File: src/rtl/button_cond_pkg.sv
`default_nettype none
// ============================================================================
// Module      : button_cond_pkg
// Description : Shared types, default timing constants and the counter-width
//               helper for the push-button conditioner.
// Revision    : 1.0 - initial release
// ============================================================================
package button_cond_pkg;

    // Default timings assume a 50 MHz system clock.
    localparam int C_DEBOUNCE_CYCLES = 500000;    // 10 ms
    localparam int C_HOLD_CYCLES     = 25000000;  // 500 ms
    localparam int C_REPEAT_PERIOD   = 10000000;  // 200 ms
    localparam int C_GAP_CYCLES      = 50000;     // 1 ms

    typedef enum logic [2:0] {
        IDLE         = 3'd0,
        PRESS_QUAL   = 3'd1,
        HELD         = 3'd2,
        RELEASE_QUAL = 3'd3,
        GAP          = 3'd4,
        REPEAT       = 3'd5
    } state_t;

    // One shared counter covers every phase, so it is sized for the largest
    // of the timing parameters (it only ever counts up to that value minus 1).
    function automatic int cnt_width(input int a, input int b, input int c, input int d);
        int m;
        m = a;
        if (b > m) m = b;
        if (c > m) m = c;
        if (d > m) m = d;
        return (m < 2) ? 1 : $clog2(m);
    endfunction

endpackage : button_cond_pkg
`default_nettype wire

File: src/rtl/button_conditioner_if.sv
`default_nettype none
// ============================================================================
// Module      : button_conditioner_if
// Description : Raw key inputs and conditioned outputs of the two-channel
//               button conditioner. slave = conditioner side, master = the
//               side that supplies the keys and consumes the results.
// Revision    : 1.0 - initial release
// ============================================================================
interface button_conditioner_if;

    logic [1:0] key_n;        // raw, asynchronous, active-low
    logic [1:0] buttons_n;    // conditioned level, active-low
    logic [1:0] press_pulse;  // one-cycle strobe per accepted press
    logic [1:0] repeating;    // channel is in its auto-repeat phase

    modport slave (
        input  key_n,
        output buttons_n,
        output press_pulse,
        output repeating
    );

    modport master (
        output key_n,
        input  buttons_n,
        input  press_pulse,
        input  repeating
    );

endinterface : button_conditioner_if
`default_nettype wire

File: src/rtl/button_channel.sv
`default_nettype none
// ============================================================================
// Module      : button_channel
// Description : One button: 2-flop synchronizer, press/release debouncer and
//               auto-repeat generator sharing a single phase counter.
//               All outputs are registered and decoded from the next state.
// Revision    : 1.0 - initial release
// ============================================================================
module button_channel
    import button_cond_pkg::*;
#(
    parameter int DEBOUNCE_CYCLES = C_DEBOUNCE_CYCLES,
    parameter int HOLD_CYCLES     = C_HOLD_CYCLES,
    parameter int REPEAT_PERIOD   = C_REPEAT_PERIOD,
    parameter int GAP_CYCLES      = C_GAP_CYCLES
)(
    input  logic clk_clk,
    input  logic reset_reset_n,
    input  logic key_n,
    output logic buttons_n,
    output logic press_pulse,
    output logic repeating
);

    localparam int CW = cnt_width(DEBOUNCE_CYCLES, HOLD_CYCLES, REPEAT_PERIOD, GAP_CYCLES);

    // Terminal counts for each phase.
    localparam logic [CW-1:0] C_DEB_LAST  = CW'(DEBOUNCE_CYCLES - 1);
    localparam logic [CW-1:0] C_HOLD_LAST = CW'(HOLD_CYCLES - 1);
    localparam logic [CW-1:0] C_GAP_LAST  = CW'(GAP_CYCLES - 1);
    localparam logic [CW-1:0] C_REP_LAST  = CW'(REPEAT_PERIOD - GAP_CYCLES - 1);

    logic [1:0]    r_sync;        // [0] first stage, [1] second stage
    state_t        r_state;
    logic [CW-1:0] r_cnt;
    logic          r_buttons_n;
    logic          r_press_pulse;
    logic          r_repeating;
    logic          w_p;           // 1 = button pressed (synchronized)

    assign w_p = ~r_sync[1];

    // Synchronizer, phase FSM and registered outputs decoded from the next state.
    always_ff @(posedge clk_clk) begin
        if (!reset_reset_n) begin
            r_sync        <= 2'b11;
            r_state       <= IDLE;
            r_cnt         <= '0;
            r_buttons_n   <= 1'b1;
            r_press_pulse <= 1'b0;
            r_repeating   <= 1'b0;
        end else begin
            r_sync        <= {r_sync[0], key_n};
            r_press_pulse <= 1'b0;

            case (r_state)
                IDLE: begin
                    if (w_p) begin
                        r_state <= PRESS_QUAL;
                        r_cnt   <= '0;
                    end
                end

                PRESS_QUAL: begin
                    if (!w_p) begin
                        r_state <= IDLE;                  // bounce rejected
                    end else if (r_cnt == C_DEB_LAST) begin
                        r_state       <= HELD;
                        r_cnt         <= '0;
                        r_buttons_n   <= 1'b0;
                        r_press_pulse <= 1'b1;
                    end else begin
                        r_cnt <= r_cnt + 1'b1;
                    end
                end

                HELD: begin
                    if (!w_p) begin
                        r_state <= RELEASE_QUAL;
                        r_cnt   <= '0;
                    end else if (r_cnt == C_HOLD_LAST) begin
                        r_state     <= GAP;
                        r_cnt       <= '0;
                        r_buttons_n <= 1'b1;
                        r_repeating <= 1'b1;
                    end else begin
                        r_cnt <= r_cnt + 1'b1;
                    end
                end

                RELEASE_QUAL: begin
                    if (w_p) begin
                        r_state <= HELD;                  // hold timer restarts
                        r_cnt   <= '0;
                    end else if (r_cnt == C_DEB_LAST) begin
                        r_state     <= IDLE;
                        r_buttons_n <= 1'b1;
                    end else begin
                        r_cnt <= r_cnt + 1'b1;
                    end
                end

                GAP: begin
                    // The key is only looked at once the synthetic release ends.
                    if (r_cnt == C_GAP_LAST) begin
                        r_cnt <= '0;
                        if (w_p) begin
                            r_state       <= REPEAT;
                            r_buttons_n   <= 1'b0;
                            r_press_pulse <= 1'b1;
                        end else begin
                            r_state     <= IDLE;          // output already released
                            r_repeating <= 1'b0;
                        end
                    end else begin
                        r_cnt <= r_cnt + 1'b1;
                    end
                end

                REPEAT: begin
                    if (!w_p) begin
                        r_state     <= RELEASE_QUAL;
                        r_cnt       <= '0;
                        r_repeating <= 1'b0;
                    end else if (r_cnt == C_REP_LAST) begin
                        r_state     <= GAP;
                        r_cnt       <= '0;
                        r_buttons_n <= 1'b1;
                    end else begin
                        r_cnt <= r_cnt + 1'b1;
                    end
                end

                default: begin
                    r_state     <= IDLE;
                    r_cnt       <= '0;
                    r_buttons_n <= 1'b1;
                    r_repeating <= 1'b0;
                end
            endcase
        end
    end

    assign buttons_n   = r_buttons_n;
    assign press_pulse = r_press_pulse;
    assign repeating   = r_repeating;

endmodule : button_channel
`default_nettype wire

File: src/rtl/button_conditioner.sv
`default_nettype none
// ============================================================================
// Module      : button_conditioner
// Description : Two independent button channels conditioning the raw keys
//               for the buttons PIO (active-low level, press strobe and
//               auto-repeat indication per channel).
// Revision    : 1.0 - initial release
// ============================================================================
module button_conditioner
    import button_cond_pkg::*;
#(
    parameter int DEBOUNCE_CYCLES = C_DEBOUNCE_CYCLES,
    parameter int HOLD_CYCLES     = C_HOLD_CYCLES,
    parameter int REPEAT_PERIOD   = C_REPEAT_PERIOD,
    parameter int GAP_CYCLES      = C_GAP_CYCLES
)(
    input  logic                 clk_clk,
    input  logic                 reset_reset_n,
    button_conditioner_if.slave  bus
);

    logic [1:0] w_buttons_n;
    logic [1:0] w_press_pulse;
    logic [1:0] w_repeating;

    // One identical, fully independent channel per key.
    for (genvar i = 0; i < 2; i++) begin : g_chan
        button_channel #(
            .DEBOUNCE_CYCLES (DEBOUNCE_CYCLES),
            .HOLD_CYCLES     (HOLD_CYCLES),
            .REPEAT_PERIOD   (REPEAT_PERIOD),
            .GAP_CYCLES      (GAP_CYCLES)
        ) u_chan (
            .clk_clk       (clk_clk),
            .reset_reset_n (reset_reset_n),
            .key_n         (bus.key_n[i]),
            .buttons_n     (w_buttons_n[i]),
            .press_pulse   (w_press_pulse[i]),
            .repeating     (w_repeating[i])
        );
    end

    assign bus.buttons_n   = w_buttons_n;
    assign bus.press_pulse = w_press_pulse;
    assign bus.repeating   = w_repeating;

endmodule : button_conditioner
`default_nettype wire

File: src/flat_wrapper.sv
// flat-port wrapper written by rule: the top's interface ports become plain ports
module button_conditioner_flat import button_cond_pkg::*;
#(
    parameter int DEBOUNCE_CYCLES = C_DEBOUNCE_CYCLES,
    parameter int HOLD_CYCLES     = C_HOLD_CYCLES,
    parameter int REPEAT_PERIOD   = C_REPEAT_PERIOD,
    parameter int GAP_CYCLES      = C_GAP_CYCLES
)
  (clk_clk, reset_reset_n, bus_key_n, bus_buttons_n, bus_press_pulse, bus_repeating);
  button_conditioner_if bus_i ();
  input  logic clk_clk;
  input  logic reset_reset_n;
  input wire logic [$bits(bus_i.key_n)-1:0] bus_key_n;
  output wire logic [$bits(bus_i.buttons_n)-1:0] bus_buttons_n;
  output wire logic [$bits(bus_i.press_pulse)-1:0] bus_press_pulse;
  output wire logic [$bits(bus_i.repeating)-1:0] bus_repeating;
  assign bus_i.key_n = bus_key_n;
  assign bus_buttons_n = bus_i.buttons_n;
  assign bus_press_pulse = bus_i.press_pulse;
  assign bus_repeating = bus_i.repeating;
  button_conditioner #(.DEBOUNCE_CYCLES(DEBOUNCE_CYCLES), .HOLD_CYCLES(HOLD_CYCLES), .REPEAT_PERIOD(REPEAT_PERIOD), .GAP_CYCLES(GAP_CYCLES)) u_core (.clk_clk(clk_clk), .reset_reset_n(reset_reset_n), .bus(bus_i));
endmodule
File: config.mk
export PLATFORM = sky130hd
export DESIGN_NAME = button_conditioner_flat
export DESIGN_NICKNAME = d
export VERILOG_FILES = /design/src/rtl/button_cond_pkg.sv /design/src/rtl/button_conditioner_if.sv /design/src/rtl/button_channel.sv /design/src/rtl/button_conditioner.sv /design/src/flat_wrapper.sv
export SDC_FILE = /design/constraint.sdc
export NUM_CORES = 1
export LEC_CHECK = 0
export ABC_AREA = 1
export CORE_ASPECT_RATIO = 0.75
export CORE_MARGIN = 4
export CORE_UTILIZATION = 45
export CTS_BUF_LIST = sky130_fd_sc_hd__clkbuf_16
export CTS_CLUSTER_SIZE = 20
export DETAILED_ROUTE_END_ITERATION = 12
export PLACE_DENSITY = 0.63
export SLEW_MARGIN = 20
export SYNTH_ARGS = -nofsm -noshare
export SYNTH_HDL_FRONTEND = slang
export SYNTH_SLANG_ARGS = --single-unit
File: constraint.sdc
create_clock -name clk_clk -period 2.88 [get_ports clk_clk]
set_input_delay 0.288 -clock clk_clk [delete_from_list [all_inputs] [get_ports clk_clk]]
set_output_delay 0.288 -clock clk_clk [all_outputs]
set_load 0.02 [all_outputs]
=== Word-level counts from Yosys, hierarchy flattened ===
Index checks and enable logic that the tools add are counted.

* Memories: 0
* Memory bits (writable): 0
* Logic and storage cells: 164
* Bits in registers: 66
* Output and inout bits: 6
* Latch bits: 0
* Input bits: 4
* Memory bits (read-only): 0

* Shifts and indexed selects: 0
* Equal/unequal tests: 50
* Magnitude comparators: 0
* Reduce and logical (&&, ||, !) cells: 12
* Bitwise operators: 4
* Multiply operators: 0
* $add $sub $neg: 2
* Div/mod/pow operators: 0
* Muxes and demuxes: 84

{| class="wikitable"
|+ Operators with widths
! operator !! count
|-
| $mux 25 || 20
|-
| $pmux 25 s6 || 2
|-
| $mux 3 || 22
|-
| $add 25x1->25 const B || 2
|-
| $eq 25x16->1 const B || 2
|-
| $eq 25x19->1 const B || 2
|-
| $eq 25x24->1 const B || 2
|-
| $eq 25x25->1 const B || 2
|-
| $ne 2x2->1 const B || 22
|-
| $pmux 3 s6 || 2
|-
| $mux 1 || 32
|-
| $ne 3x3->1 const B || 10
|-
| $reduce_and 11->1 || 2
|-
| $eq 3x2->1 const B || 4
|-
| $eq 3x3->1 const B || 4
|-
| $pmux 1 s6 || 2
|-
| $reduce_and 6->1 || 2
|-
| $pmux 1 s4 || 2
|-
| $reduce_and 4->1 || 2
|-
| $eq 3x1->1 const B || 2
|-
| $logic_not 3->1 || 2
|-
| $reduce_and 3->1 || 2
|-
| $reduce_or 3->1 || 2
|-
| $not 1->1 || 4
|-
| $pmux 1 s2 || 2
|}

=== Logic depth before layout (Yosys ltp) ===
Gate-level depths: netlist of the first run.

* Word-level depth: 4
* Depth in mapped cells: 13

=== Cells and area by module ===
A second synthesis of the first run with hierarchy kept.

* Cell total of the unflattened synthesis: 736
* Area, all modules: 4,585.6 sq um

{| class="wikitable"
|+ Modules (own cells, without submodules)
! module !! area each (sq um) !! sequential area each (sq um) !! cells each !! times used
|-
| button_channel at u_core.g_chan[1].u_chan || 2,406.1 || 660.6 || 376 || 1
|-
| button_channel at u_core.g_chan[0].u_chan || 2,179.6 || 660.6 || 360 || 1
|}

=== Worst setup path after synthesis of the first run ===
No wires, ideal clock.

* Path kind: register to register
* From: register u_core.g_chan[0].u_chan.r_cnt[0]
* To: register u_core.g_chan[0].u_chan.r_cnt[5]
* Slack: 1.114 ns
* Path buffers: 1
* Period minus slack after synthesis: 1.766 ns
* Cell stages (with the launch flop): 14
* Required time: 2.763 ns
* Arrival: 1.649 ns
* Path through: dfxtp_1 -> ha_1 -> nand2_1 -> nor2_2 -> nand2_1 -> nor2_2 -> nand2_1 -> nand2_2 -> nand2_4 -> nor2_4 -> nand2_4 -> o21ai_4 -> buf_6 -> nor2_2

* Cells in the longest elaborated chain, start to end: 4

{| class="wikitable"
|+ RTL lines
! item !! RTL line !! RTL
|-
| start: declaration || button_channel.sv:35 || <nowiki>logic [CW-1:0] r_cnt;</nowiki>
|-
| start signal: assignment || button_channel.sv:73 || <nowiki>r_cnt <= r_cnt + 1'b1;</nowiki>
|-
| start signal: assignment || button_channel.sv:87 || <nowiki>r_cnt <= r_cnt + 1'b1;</nowiki>
|-
| start signal: assignment || button_channel.sv:99 || <nowiki>r_cnt <= r_cnt + 1'b1;</nowiki>
|-
| $add 25x1->25 (tied with other cells) || -- ||
|-
| $mux 25 (on tied branches) (2 in a row) || -- ||
|-
| $pmux 25 s6 || button_channel.sv:56 || <nowiki>case (r_state)</nowiki>
|}

Several ways; a longest one is shown, not always the timed one. The select of a mux whose other input is x is not followed.
A chain may end at the register's enable or synchronous reset.

=== Worst setup path in the final report of the first run ===
* From: register u_core.g_chan[0].u_chan.r_cnt[0]
* To: register u_core.g_chan[0].u_chan.r_cnt[21]

Same word-level chain as after synthesis.

==> results of run 1 <==
==> how the worst max path moves through the flow <==
stage	slack, ps	end	cells after the start
2_1_floorplan	1110	u_core.g_chan[0].u_chan.r_cnt[5]$_SDFFE_PN0P_	13
3_3_place_gp	700	u_core.g_chan[1].u_chan.r_cnt[11]$_SDFFE_PN0P_	12
3_5_place_dp	660	u_core.g_chan[0].u_chan.r_cnt[10]$_SDFFE_PN0P_	12
4_1_cts	650	u_core.g_chan[0].u_chan.r_cnt[10]$_SDFFE_PN0P_	12
5_1_grt	430	u_core.g_chan[0].u_chan.r_cnt[12]$_SDFFE_PN0P_	12
6_report	650	u_core.g_chan[0].u_chan.r_cnt[21]$_SDFFE_PN0P_	11
==> where the power goes <==
| part | switching, mW | leakage, nW | internal [mW] |
|---|---|---|---|
| clock network | 0.388 | 0.142 | 0.652 |
| registers | 0.0690 | 0.534 | 0.986 |
| logic | 0.739 | 1.09 | 0.297 |
==> critical path: stages (launching register included) <==
cell	delay, ps
dfxtp_1	360
ha_1	190
nand2_1	100
nor2_2	180
nand2_2	80
nor2_4	140
nand3_1	120
nand3_2	330
inv_2	230
nand2_1	140
xor2_1	180
nor2_2	50
==> placed cells by master (no fill, tap or decap), types with 2 or more instances in the layout <==
| master | n |
|---|---|
| a211oi_1 | 3 |
| a21oi_1 | 7 |
| a21oi_2 | 4 |
| buf_4 | 4 |
| clkbuf_16 | 9 |
| clkdlybuf4s50_1 | 9 |
| clkinv_2 | 3 |
| dfxtp_1 | 66 |
| ha_1 | 2 |
| inv_1 | 75 |
| inv_2 | 6 |
| nand2_1 | 168 |
| nand2_2 | 10 |
| nand2_4 | 2 |
| nand3_1 | 70 |
| nand3_2 | 2 |
| nand4_1 | 15 |
| nor2_1 | 142 |
| nor2_2 | 17 |
| nor2_4 | 3 |
| nor3_1 | 25 |
| nor4_1 | 2 |
| o21ai_0 | 20 |
| o21ai_1 | 5 |
| or2_2 | 6 |
| xnor2_1 | 5 |
| xor2_1 | 15 |
==> layer usage <==
metal / share of wire [%] / vias up
li1: - / 2211
met1: 50 / 1942
met2: 39 / 211
met3: 9.7 / 12
met4: 1.1 / 0
met5: 0 / -
==> registers in the layout, summed over array words and instances (netlist names) <==
| register | flops |
|---|---|
| u_core.g_chan.u_chan.buttons_n | 2 |
| u_core.g_chan.u_chan.repeating | 2 |
| u_core.g_chan.u_chan.r_state | 6 |
| u_core.g_chan.u_chan.r_cnt | 50 |
| u_core.g_chan.u_chan.press_pulse | 2 |
| u_core.g_chan.u_chan.r_sync | 4 |
==> stage by stage <==
step | worst slack (ps) | hold WS [ps] | std cells
3_5_place_dp | 660 | 404 | 818
5_1_grt | 432 | 430 | 832
3_3_place_gp | 696 | 394 | 818
6_report | 645 | 413 | 832
4_1_cts | 653 | 418 | 832
2_1_floorplan | 1110 | 392 | 699
==> cell families (layout without fill, tap and decap cells) <==
| kind of cell | count (synthesis) | count (layout) | synth area share [%] |
|---|---|---|---|
| buffers and inverters | 102 | 107 | 10.7 |
| DFF | 66 | 66 | 30.7 |
| xor gates and xnor gates | 20 | 20 | 4.08 |
| AOI/OAI and AO/OA | 43 | 43 | 5.94 |
| and+or+nand+nor | 466 | 466 | 47.9 |
| adders and majority gates | 2 | 2 | 0.582 |
==> layout make-up <==
| class | count | area (um2) | area share [%] |
|---|---|---|---|
| inverter | 80 | 300 | 6.40 |
| sequential | 66 | 1320 | 28.2 |
| tap | 128 | 160 | 3.41 |
| clock buffer | 9 | 225 | 4.80 |
| clock inverter | 5 | 48.8 | 1.04 |
| multi-input combinational | 531 | 2510 | 53.6 |
| timing repair buffer | 13 | 120 | 2.56 |
==> flow_metrics.env, run 1 <==
export IMPL_rows=30
export IMPL_rsz0062_at_grt="no"
export IMPL_clockBufferDepth=2
export IMPL_setup_viol=0
export IMPL_worst_pin_slew_ps=640
export IMPL_postLayoutCoreUtil_pct=51.0
export IMPL_skew_ps=7.15
export IMPL_dieArea_mm2=0.0112
export IMPL_worst_ir_drop_vdd_mv=0.311
export IMPL_globalRouteOverflowTotal=0
export IMPL_grt_usage_pct=20.8
export IMPL_use_met1_pct=31.5
export IMPL_yosysTopAreaCellShare_pct=30.7
export IMPL_grt_max_degree=24
export IMPL_wl_per_cell_um=13.5
export IMPL_ys_seq_area_share_pct=30.7
export IMPL_slew_headroom_pct=57.0
export IMPL_syn_inst=699
export IMPL_insertion_delay_ps=330
export IMPL_synth_ff_type="dfxtp_1"
export IMPL_drt_first_iter_violations=619
export IMPL_hold_path_depth=1
export IMPL_clock_fmax_ghz=0.447
export IMPL_cp_required_ps=3080
export IMPL_globalplace_congestion=0.984
export IMPL_hold_path_end="u_core.g_chan[1].u_chan.r_sync[1]$_SDFF_PN1_"
export IMPL_cp_max_fo=16
export IMPL_postCtsHoldBufs=0
export IMPL_crit_type="reg2reg"
export IMPL_dr_pass1_iters=6
export IMPL_yosys_warnings=0
export IMPL_end_kind="register"
export IMPL_postCtsSetupBuffers=0
export IMPL_use_met2_pct=27.9
export IMPL_dieWidth_um=121
export IMPL_core_area_mm2=0.00920
export IMPL_drv_slew=0
export IMPL_cts_root_buf="clkbuf_16"
export IMPL_ctsResizeCount=0
export IMPL_synth_nets=705
export IMPL_synth_area_leaders="dfxtp_1, nand2_1, nor2_1"
export IMPL_fin_total_pwr_mw=3.13
export IMPL_finalHoldViolCount=0
export IMPL_yosys_top_cells_count="nand2_1, nor2_1, inv_1"
export IMPL_antenna_found_initial=0
export IMPL_routed_via_count=4376
export IMPL_nNetsFinal=707
export IMPL_syn_area_mm2=0.00430
export IMPL_hold_path_startpoint="u_core.g_chan[1].u_chan.r_sync[0]$_SDFF_PN1_"
export IMPL_reg2reg_depth=11
export IMPL_cts_inserted_buffers=9
export IMPL_synth_edff_count=0
export IMPL_ant_nets=0
export IMPL_reg2reg_from="u_core.g_chan[0].u_chan.r_cnt[0]$_SDFFE_PN0P_"
export IMPL_synth_top_area_cell="dfxtp_1"
export IMPL_cts_tree="built"
export IMPL_start_util_pct=46.7
export IMPL_arrival_ps=2430
export IMPL_finalCritPeriodShare_pct=77.6
export IMPL_crit_start="u_core.g_chan[0].u_chan.r_cnt[0]$_SDFFE_PN0P_"
export IMPL_port_buffers=9
export IMPL_synthDistinctLibCells=36
export IMPL_routed_wl_um=11300
export IMPL_leakagePower_nw=1.77
export IMPL_finalInstanceArea_mm2=0.00469
export IMPL_fin_crit_ps=2230
export IMPL_cts_sinks=66
export IMPL_fp_dieH_um=92.6
export IMPL_viasPerCell=5.26
export IMPL_p_per_area_mw_per_mm2=667
export IMPL_drive_gt1_share_pct=9.80
export IMPL_dpl_cell_area_mm2=0.00442
export IMPL_clkTransAtPathRegs_ps=60
export IMPL_grt_busiest_layer="met1"
export IMPL_fin_tns_setup_ps=0
export IMPL_htreeDepth=3
export IMPL_hp_class="reg2reg"
export IMPL_start_kind="register"
export IMPL_max_cap_viol_count=0
export IMPL_grt_pass1_vias=3682
export IMPL_area_growth_syn_to_layout_pct=9.14
export IMPL_dp_hpwl_um=8360
export IMPL_asyncSetResetFlopFracSynth_pct=0
export IMPL_drc=0
export IMPL_post_synth_top_count_cell="nand2_1"
export IMPL_r2r_slack_ps=650
export IMPL_r2r_end="u_core.g_chan[0].u_chan.r_cnt[21]$_SDFFE_PN0P_"
export IMPL_diodes=0
export IMPL_grt_pass1_wl_um=18500
export IMPL_synth_seq_cells=66
export IMPL_grt_util_met3_pct=6.35
export IMPL_io_pins=10
export IMPL_status="completed"
export IMPL_fill_cells=958
export IMPL_postSynthAreaPerCell_um2=6.15
(Power assumes the default switching activity.)
==> run 2, diff against run 1 <==
==> constraint.sdc (replaced) <==
create_clock -name clk_clk -period 2.1 [get_ports clk_clk]
set_input_delay 0.21 -clock clk_clk [delete_from_list [all_inputs] [get_ports clk_clk]]
set_output_delay 0.21 -clock clk_clk [all_outputs]
set_load 0.02 [all_outputs]
==> run 2 against run 1 <==
Clock-buffer cell count did not move. Via count fell by 0.18%. Routed wire length fell by 0.29%. Combinational power rose by 54%. Cell area rose by 4.4%. Cell count rose by 1.7%. Clock skew barely moved. Hold slack improved by 1.3 ps. Maximum frequency rose by 13%. Critical path type unchanged.
==> flow_metrics.env, run 2 (synthesized netlist as in run 1, its figures left out) <==
export IMPL_worst_path_most_repeated_cell="nand2_1"
export IMPL_largest_reg_flops=50
export IMPL_crit_type="reg2reg"
export IMPL_preCtsSetupSlack_ps=54.6
export IMPL_rows=30
export IMPL_clkTransAtPathRegs_ps=60
export IMPL_dp_hpwl_um=8390
export IMPL_worst_ir_drop_vdd_mv=0.418
export IMPL_leakagePower_nw=1.87
export IMPL_r2r_slack_ps=130
export IMPL_wl_met3_um=849
export IMPL_slowest_delay_ps=400
export IMPL_end_kind="register"
export IMPL_arrival_ps=2200
export IMPL_setup_viol=0
export IMPL_globalplace_congestion=0.946
export IMPL_setup_slack_ps=129
export IMPL_grt_usage_pct=21.0
export IMPL_max_cap_viol_count=0
export IMPL_m1WireLength_um=5660
export IMPL_slew_headroom_pct=69.4
export IMPL_antenna_found_initial=0
export IMPL_drt_first_iter_violations=406
export IMPL_start_kind="register"
export IMPL_status="completed"
export IMPL_start_util_pct=46.7
export IMPL_grt_pass1_vias=3980
export IMPL_routed_via_count=4368
export IMPL_ant_nets=0
export IMPL_port_buffers=9
export IMPL_cts_root_buf="clkbuf_16"
export IMPL_cts_tree="built"
export IMPL_viasPerCell=5.16
export IMPL_final_cell_mix="nand2_1, nor2_1, inv_1, nand3_1, dfxtp_1"
export IMPL_skew_ps=7.61
export IMPL_cts_inserted_buffers=9
export IMPL_drc=0
export IMPL_cts_sinks=66
export IMPL_worst_pin_slew_ps=456
export IMPL_grt_pass1_wl_um=18800
export IMPL_crit_slowest_cell="dfxtp_1"
export IMPL_fin_crit_ps=1970
export IMPL_htreeDepth=3
export IMPL_cp_required_ps=2330
export IMPL_hp_class="reg2reg"
export IMPL_fin_cells=846
export IMPL_wl_per_cell_um=13.3
export IMPL_io_pins=10
export IMPL_dieArea_mm2=0.0112
export IMPL_clockBufferDepth=2
export IMPL_highest_layer="met4"
export IMPL_drv_slew=0
export IMPL_finalHoldViolCount=0
export IMPL_clock_fmax_ghz=0.507
export IMPL_largest_register="u_core.g_chan.u_chan.r_cnt"
export IMPL_dieWidth_um=121
export IMPL_final_common_cell="nand2_1"
export IMPL_dr_pass1_iters=6
export IMPL_drive_gt1_share_pct=12.5
export IMPL_p_per_area_mw_per_mm2=921
export IMPL_reg_top3="u_core.g_chan.u_chan.r_cnt x50, u_core.g_chan.u_chan.r_state x6, u_core.g_chan.u_chan.r_sync x4"
export IMPL_dr_wl_met2_um=4630
export IMPL_postCtsHoldBufs=0
export IMPL_finalCritPeriodShare_pct=93.9
export IMPL_cp_max_fo=8
export IMPL_diodes=0
export IMPL_fp_dieH_um=92.6
export IMPL_area_growth_syn_to_layout_pct=13.9
export IMPL_fill_cells=925
export IMPL_path_cells="nand2_1 > nor2_1 > nand2_1 > nor2_2 > nand2_1 > nand2_2 > nand2_4 > nor2_4 > nand2_4 > o21ai_4 > buf_6 > nor2_1"
export IMPL_globalRouteOverflowTotal=0
export IMPL_post_place_cells=829
export IMPL_core_area_mm2=0.00920
export IMPL_insertion_delay_ps=340
export IMPL_multiInputGateArea_mm2=0.00258
export IMPL_grt_max_degree=23
export IMPL_nNetsFinal=719
export IMPL_routed_wl_um=11200
export IMPL_seqCellArea_mm2=0.00132
## run 2: worst paths after layout
path                                            startpoint  depth (start not counted)                                              to
max reg2reg  u_core.g_chan[0].u_chan.r_cnt[9]$_SDFFE_PN0P_                         12  u_core.g_chan[0].u_chan.r_cnt[24]$_SDFFE_PN0P_
min           u_core.g_chan[1].u_chan.r_sync[0]$_SDFF_PN1_                          1    u_core.g_chan[1].u_chan.r_sync[1]$_SDFF_PN1_
min reg2reg   u_core.g_chan[1].u_chan.r_sync[0]$_SDFF_PN1_                          1    u_core.g_chan[1].u_chan.r_sync[1]$_SDFF_PN1_
max          u_core.g_chan[0].u_chan.r_cnt[9]$_SDFFE_PN0P_                         12  u_core.g_chan[0].u_chan.r_cnt[24]$_SDFFE_PN0P_
## run 2: repair_timing
item	in CTS	in global routing
resized for setup	0	19
setup buffers	0	1
setup endpoints to repair	0	46
## run 2: area by class of cell
class / count / share of cell area (%)
Timing Repair Buffer: 25 / 5.21
Clock buffer: 9 / 4.60
Sequential cell: 66 / 27.0
Tap cell: 128 / 3.27
Clock inverter: 7 / 1.10
Inverter: 80 / 6.13
Multi-Input combinational cell: 531 / 52.6
## run 2: layer usage
metal,track usage [%],vias up
li1,-,2228
met5,0,-
met3,6.41,8
met2,30.4,152
met1,30.0,1980
met4,5.57,0
## run 2: through the flow
stage / utilization (%) / TNS (ps) / hold slack (ps) / area (um2) / power [mW]
floorplan: - / 0 / 317 / 4300 / 2.65
global placement: 49.3 / 0 / 394 / 4540 / 3.03
detailed placement: 49.3 / 0 / 403 / 4540 / 3.05
CTS: 52.4 / 0 / 418 / 4820 / 4.50
global route: 53.2 / -403 / 426 / 4900 / 4.79
finish: 53.2 / 0 / 414 / 4900 / 4.51
## run 2: power by group
group | internal, mW | switching [mW] | total, mW
Sequential | 1.36 | 0.0958 | 1.45
Clock | 0.895 | 0.554 | 1.45
Combinational | 0.566 | 1.04 | 1.60
Total | 2.82 | 1.69 | 4.51
## run 2: worst max-delay path, delay by kind of cell, from the launching register on
kind            cells  cell delay, ps
compound gates      1             170
buf+inv             1             170
flops               1             400
simple gates       10            1130
